<file path="config.mk">
export PLATFORM = sky130hd
export DESIGN_NAME = ram_arbiter
export DESIGN_NICKNAME = d
export VERILOG_FILES = /design/src/rtl/ram_arbiter.sv
export SDC_FILE = /design/constraint.sdc
export NUM_CORES = 1
export LEC_CHECK = 0
export ABC_AREA = 1
export BUFFER_PORTS_ARGS = -buffer_cell sky130_fd_sc_hd__buf_2
export CAP_MARGIN = 10
export CORE_UTILIZATION = 45
export CTS_CLUSTER_DIAMETER = 40
export DETAILED_ROUTE_END_ITERATION = 16
export PLACE_DENSITY = 0.8
export SLEW_MARGIN = 10
export SYNTH_ARGS = -nofsm -noshare
export SYNTH_HDL_FRONTEND = slang
export SYNTH_SLANG_ARGS = --single-unit
</file>
<file path="constraint.sdc">
create_clock -name clk -period 1.8 [get_ports clk]
set_clock_uncertainty 0.15 [all_clocks]
set_input_delay 0.09 -clock clk [delete_from_list [all_inputs] [get_ports clk]]
set_output_delay 0.09 -clock clk [all_outputs]
set_load 0.02 [all_outputs]
</file>
<file path="src/rtl/ram_arbiter.sv">
// ram_arbiter: two-master arbiter in front of a single-ported RAM bus.
//   A data port (read/write) and an instruction port (read only) compete for
//   one shared bus. One transaction runs at a time: IDLE picks a winner, BUS
//   holds the request until the slave acks, DONE pulses the winner's ack.
//   Every output is registered.
//
// Build option:
//   RAM_ARB_ROUND_ROBIN_EN  when defined, simultaneous requests alternate
//                           between the ports (instruction wins the first
//                           tie after reset). When undefined, the data port
//                           always wins a tie.
//
// Ports:
//   clk, rst          clock, synchronous active-high reset
//   d_req_i/d_we_i/d_addr_i/d_data_i   data-port request side
//   d_data_o/d_ack_o                   data-port read data, completion pulse
//   i_req_i/i_addr_i                   instruction-port request side
//   i_data_o/i_ack_o                   instruction-port read data, completion pulse
//   bus_addr_o/bus_data_o/bus_select_o/bus_we_o   shared bus request
//   bus_data_i/bus_ack_i                          shared bus response
//   grant_o           current owner, bit0 data, bit1 instruction, 00 when idle
//
// state | meaning
// IDLE  | no transaction; sample requests and pick a winner
// BUS   | bus request presented and held until bus_ack_i
// DONE  | winner's ack pulsed for one cycle, then back to IDLE
module ram_arbiter #(
  parameter int AW = 32,
  parameter int DW = 32
) (
  input  logic          clk,
  input  logic          rst,
  input  logic          d_req_i,
  input  logic          d_we_i,
  input  logic [AW-1:0] d_addr_i,
  input  logic [DW-1:0] d_data_i,
  output logic [DW-1:0] d_data_o,
  output logic          d_ack_o,
  input  logic          i_req_i,
  input  logic [AW-1:0] i_addr_i,
  output logic [DW-1:0] i_data_o,
  output logic          i_ack_o,
  output logic [AW-1:0] bus_addr_o,
  output logic [DW-1:0] bus_data_o,
  output logic          bus_select_o,
  output logic          bus_we_o,
  input  logic [DW-1:0] bus_data_i,
  input  logic          bus_ack_i,
  output logic [1:0]    grant_o
);

  typedef enum logic [1:0] {
    IDLE = 2'd0,
    BUS  = 2'd1,
    DONE = 2'd2
  } state_t;

  state_t        state, state_nxt;
  logic [1:0]    grant_nxt;
  logic [AW-1:0] bus_addr_nxt;
  logic [DW-1:0] bus_data_nxt;
  logic          bus_select_nxt;
  logic          bus_we_nxt;
  logic [DW-1:0] d_data_nxt;
  logic [DW-1:0] i_data_nxt;
  logic          d_ack_nxt;
  logic          i_ack_nxt;
  logic          pick_d;

`ifdef RAM_ARB_ROUND_ROBIN_EN
  // 1 = data port was granted most recently
  logic last_d;

  always_ff @(posedge clk) begin
    if (rst) begin
      last_d <= 1'b1;
    end else if (state == IDLE && (d_req_i || i_req_i)) begin
      last_d <= pick_d;
    end
  end

  assign pick_d = d_req_i && (!i_req_i || !last_d);
`else
  assign pick_d = d_req_i;
`endif

  always_comb begin
    state_nxt      = state;
    grant_nxt      = grant_o;
    bus_addr_nxt   = bus_addr_o;
    bus_data_nxt   = bus_data_o;
    bus_select_nxt = bus_select_o;
    bus_we_nxt     = bus_we_o;
    d_data_nxt     = d_data_o;
    i_data_nxt     = i_data_o;
    d_ack_nxt      = 1'b0;
    i_ack_nxt      = 1'b0;

    case (state)
      IDLE: begin
        grant_nxt = 2'b00;
        if (d_req_i || i_req_i) begin
          state_nxt      = BUS;
          bus_select_nxt = 1'b1;
          if (pick_d) begin
            grant_nxt    = 2'b01;
            bus_addr_nxt = d_addr_i;
            bus_data_nxt = d_data_i;
            bus_we_nxt   = d_we_i;
          end else begin
            // instruction fetch leaves bus_data_o at its previous value
            grant_nxt    = 2'b10;
            bus_addr_nxt = i_addr_i;
            bus_we_nxt   = 1'b0;
          end
        end
      end
      BUS: begin
        if (bus_ack_i) begin
          state_nxt      = DONE;
          bus_select_nxt = 1'b0;
          bus_we_nxt     = 1'b0;
          // writes capture bus_data_i too, keeping both ports uniform
          if (grant_o[0]) begin
            d_data_nxt = bus_data_i;
            d_ack_nxt  = 1'b1;
          end else begin
            i_data_nxt = bus_data_i;
            i_ack_nxt  = 1'b1;
          end
        end
      end
      DONE: begin
        state_nxt = IDLE;
        grant_nxt = 2'b00;
      end
      default: begin
        state_nxt      = IDLE;
        grant_nxt      = 2'b00;
        bus_select_nxt = 1'b0;
        bus_we_nxt     = 1'b0;
      end
    endcase
  end

  always_ff @(posedge clk) begin
    if (rst) begin
      state <= IDLE;
    end else begin
      state <= state_nxt;
    end
  end

  always_ff @(posedge clk) begin
    if (rst) begin
      grant_o      <= '0;
      bus_addr_o   <= '0;
      bus_data_o   <= '0;
      bus_select_o <= 1'b0;
      bus_we_o     <= 1'b0;
      d_data_o     <= '0;
      i_data_o     <= '0;
      d_ack_o      <= 1'b0;
      i_ack_o      <= 1'b0;
    end else begin
      grant_o      <= grant_nxt;
      bus_addr_o   <= bus_addr_nxt;
      bus_data_o   <= bus_data_nxt;
      bus_select_o <= bus_select_nxt;
      bus_we_o     <= bus_we_nxt;
      d_data_o     <= d_data_nxt;
      i_data_o     <= i_data_nxt;
      d_ack_o      <= d_ack_nxt;
      i_ack_o      <= i_ack_nxt;
    end
  end

endmodule

</file>
==> impl_metrics.env <==
export IMPL_run_status="finished, final reports clean"
export IMPL_max_freq_mhz=582
export IMPL_drt_total_wl_um=19600
export IMPL_dieArea_um2=11900
export IMPL_n_antenna_cell=0
export IMPL_numCtsBuffers=17
export IMPL_coreArea_um2=11000
export IMPL_required_ps=1980
export IMPL_min_period_over_period=0.955
export IMPL_syn_area_um2=5170
export IMPL_ctsResizeCount=0
export IMPL_r2r_start="state[1]$_SDFFE_PP0P_"
export IMPL_hold_path_class="primary input to register"
export IMPL_place_congestion=0.820
export IMPL_rsz0062_at_grt="no"
export IMPL_path_class="register to register"
export IMPL_worstRegToRegCells=6
export IMPL_cap_violations=0
export IMPL_critical_path_arrival_ps=1900
export IMPL_post_cts_buffers=0
export IMPL_max_stage_delay_ps=450
export IMPL_insertion_delay_ps=400
export IMPL_viasPerCell=5.23
export IMPL_worst_hold_slack_ps=81.4
export IMPL_ys_seq_area_frac=0.527
export IMPL_grt_remaining_overflow=0
export IMPL_whs_endpoint="bus_we_o$_SDFFE_PP0P_"
export IMPL_dpl_hpwl_um=10300
export IMPL_power_density_nw_per_um2=988
export IMPL_die_y_um=109
export IMPL_crit_fanout=34
export IMPL_grt_max_degree=53
export IMPL_min_delay_start="d_req_i"
export IMPL_final_common_cell="buf_2"
export IMPL_worst_setup_path_end_kind="register"
export IMPL_start_util=0.468
export IMPL_grt_pass1_wl_um=30700
export IMPL_ys_types=19
export IMPL_synthDominantCellAreaShare=0.527
export IMPL_drive_gt1_frac=0.300
export IMPL_ys_ff_latch=136
export IMPL_final_hold_violation_count=0
export IMPL_syn_inst=704
export IMPL_vias=6514
export IMPL_cts_root_buf="clkbuf_16"
export IMPL_wl_per_cell_um=15.8
export IMPL_fin_crit_ps=1720
export IMPL_regToRegEndpoint="bus_addr_o[15]$_SDFFE_PP0P_"
export IMPL_relSlewSlack=0.596
export IMPL_die_w_um=109
export IMPL_pin_count=268
export IMPL_synthToLayoutAreaGrowth_pct=64.5
export IMPL_fin_tns_setup_ps=0
export IMPL_drv_slew=0
export IMPL_drtIter0Drc=620
export IMPL_cts_tree="yes"
export IMPL_cp_slowest_cell="dfxtp_1"
export IMPL_tightest_slew_ps=605
export IMPL_drc=0
export IMPL_synth_area_leaders="dfxtp_1 53%, nor2_1 14%, nand2_1 10%"
export IMPL_first_global_vias=6421
export IMPL_cts_buffer_depth=2
export IMPL_first_pass_iters=8
export IMPL_htree_levels=4
export IMPL_yosys_area_top_type="dfxtp_1"
export IMPL_fin_cells=1245
export IMPL_p_leak_nw=4.20
export IMPL_num_rows=38
export IMPL_finalSetupViolations=0
export IMPL_final_antenna_net_count=0
export IMPL_path_clk_slew_ps=60
export IMPL_antenna_found_initial=0
export IMPL_r2r_slack_ps=80
export IMPL_numPortBuffers=267
export IMPL_ir_drop_mv=0.693
export IMPL_crit_chain="nor2_2 -> inv_2 -> nor2_4 -> inv_2 -> nor2_1 -> nor2_1"
export IMPL_crit_path_start_kind="register"
export IMPL_avgSynthCellArea_um2=7.34
export IMPL_post_route_util=0.770
export IMPL_min_path_cells=6
export IMPL_place_inst=1082
export IMPL_grt_usage=0.334
export IMPL_syn_nets=838
export IMPL_clkSinkCount=136
export IMPL_yosysWarnings=0
export IMPL_nets=1227
export IMPL_layout_common_cells="267 x buf_2, 198 x nor2_1, 137 x nand2_1, 136 x dfxtp_1, 132 x dlygate4sd3_1"
-- worst max-delay path: cells and delay by family (launching register included) --
kind | cells | cell delay (ps)
buffers and inverters | 2 | 570
DFF | 1 | 450
and+or+nand+nor | 4 | 460
-- layout make-up --
| class | count | area [µm²] |
|---|---|---|
| Timing Repair Buffer | 418 | 2810 |
| Sequential cell | 136 | 2720 |
| Multi-Input combinational cell | 510 | 2160 |
| Fill cell | 694 | 2530 |
| Inverter | 10 | 37.5 |
| Clock inverter | 11 | 123 |
| Tap cell | 140 | 175 |
| Clock buffer | 20 | 467 |
-- where the power goes --
group	switching [mW]	internal [mW]
combinational	0.948	0.659
sequential	0.114	3.22
clock	1.31	2.14
-- Yosys cell counts --
master	instances
nor2_1	198
nand2_1	137
dfxtp_1	136
o21ai_0	62
a21oi_1	36
nand3_1	35
o21ai_1	35
buf_2	24
clkbuf_1	16
inv_2	7
buf_4	3
buf_6	3
inv_1	3
nor2_4	3
nor2_2	2
buf_1	1
clkbuf_2	1
nand3_2	1
nor4_1	1
-- worst max path at each step --
stage	from	end	slack, ps	cells after the start
CTS	state[0]$_SDFFE_PP0P_	i_data_o[6]$_SDFFE_PP0P_	180	7
global placement	state[1]$_SDFFE_PP0P_	bus_addr_o[27]$_SDFFE_PP0P_	230	6
detailed placement	state[0]$_SDFFE_PP0P_	i_data_o[30]$_SDFFE_PP0P_	190	7
finish	state[1]$_SDFFE_PP0P_	bus_addr_o[15]$_SDFFE_PP0P_	80	6
floorplan	state[1]$_SDFFE_PP0P_	bus_addr_o[10]$_SDFFE_PP0P_	470	7
global route	state[1]$_SDFFE_PP0P_	bus_addr_o[15]$_SDFFE_PP0P_	9	6
-- layer usage --
layer / track usage / routed length [µm]
met1: 0.372 / 7240
met2: 0.567 / 9580
met5: 0 / 0
met3: 0.0956 / 1860
met4: 0.194 / 953
-- stage by stage --
step / total power [mW] / area [µm²] / worst slack, ps
after global placement: 4.65 / 6590 / 234
after global routing: 8.75 / 8500 / 9.06
after floorplan: 4.16 / 5170 / 468
after CTS: 8.34 / 8500 / 181
after detailed placement: 4.66 / 6590 / 193
final: 8.39 / 8500 / 80.6
-- flip-flops by register name, summed over array words and instances, names as in the netlist --
signal / cells
bus_select_o: 1
i_data_o: 32
bus_we_o: 1
grant_o: 2
bus_data_o: 32
d_data_o: 32
state: 2
bus_addr_o: 32
d_ack_o: 1
i_ack_o: 1
-- cells by family (layout without fill, tap and decap cells) --
group                  after synthesis  after routing  share of synthesized area
buffers and inverters               58            459                     0.0547
DFF                                136            136                      0.527
and+or+nand+nor                    377            377                      0.289
AOI/OAI and AO/OA                  133            133                      0.129
-- timing repair --
item                                   4_1_cts  5_1_grt
setup endpoints to repair                    0        0
hold buffers                               132        0
endpoints found under the hold margin      133        0
(Power assumes the default switching activity.)
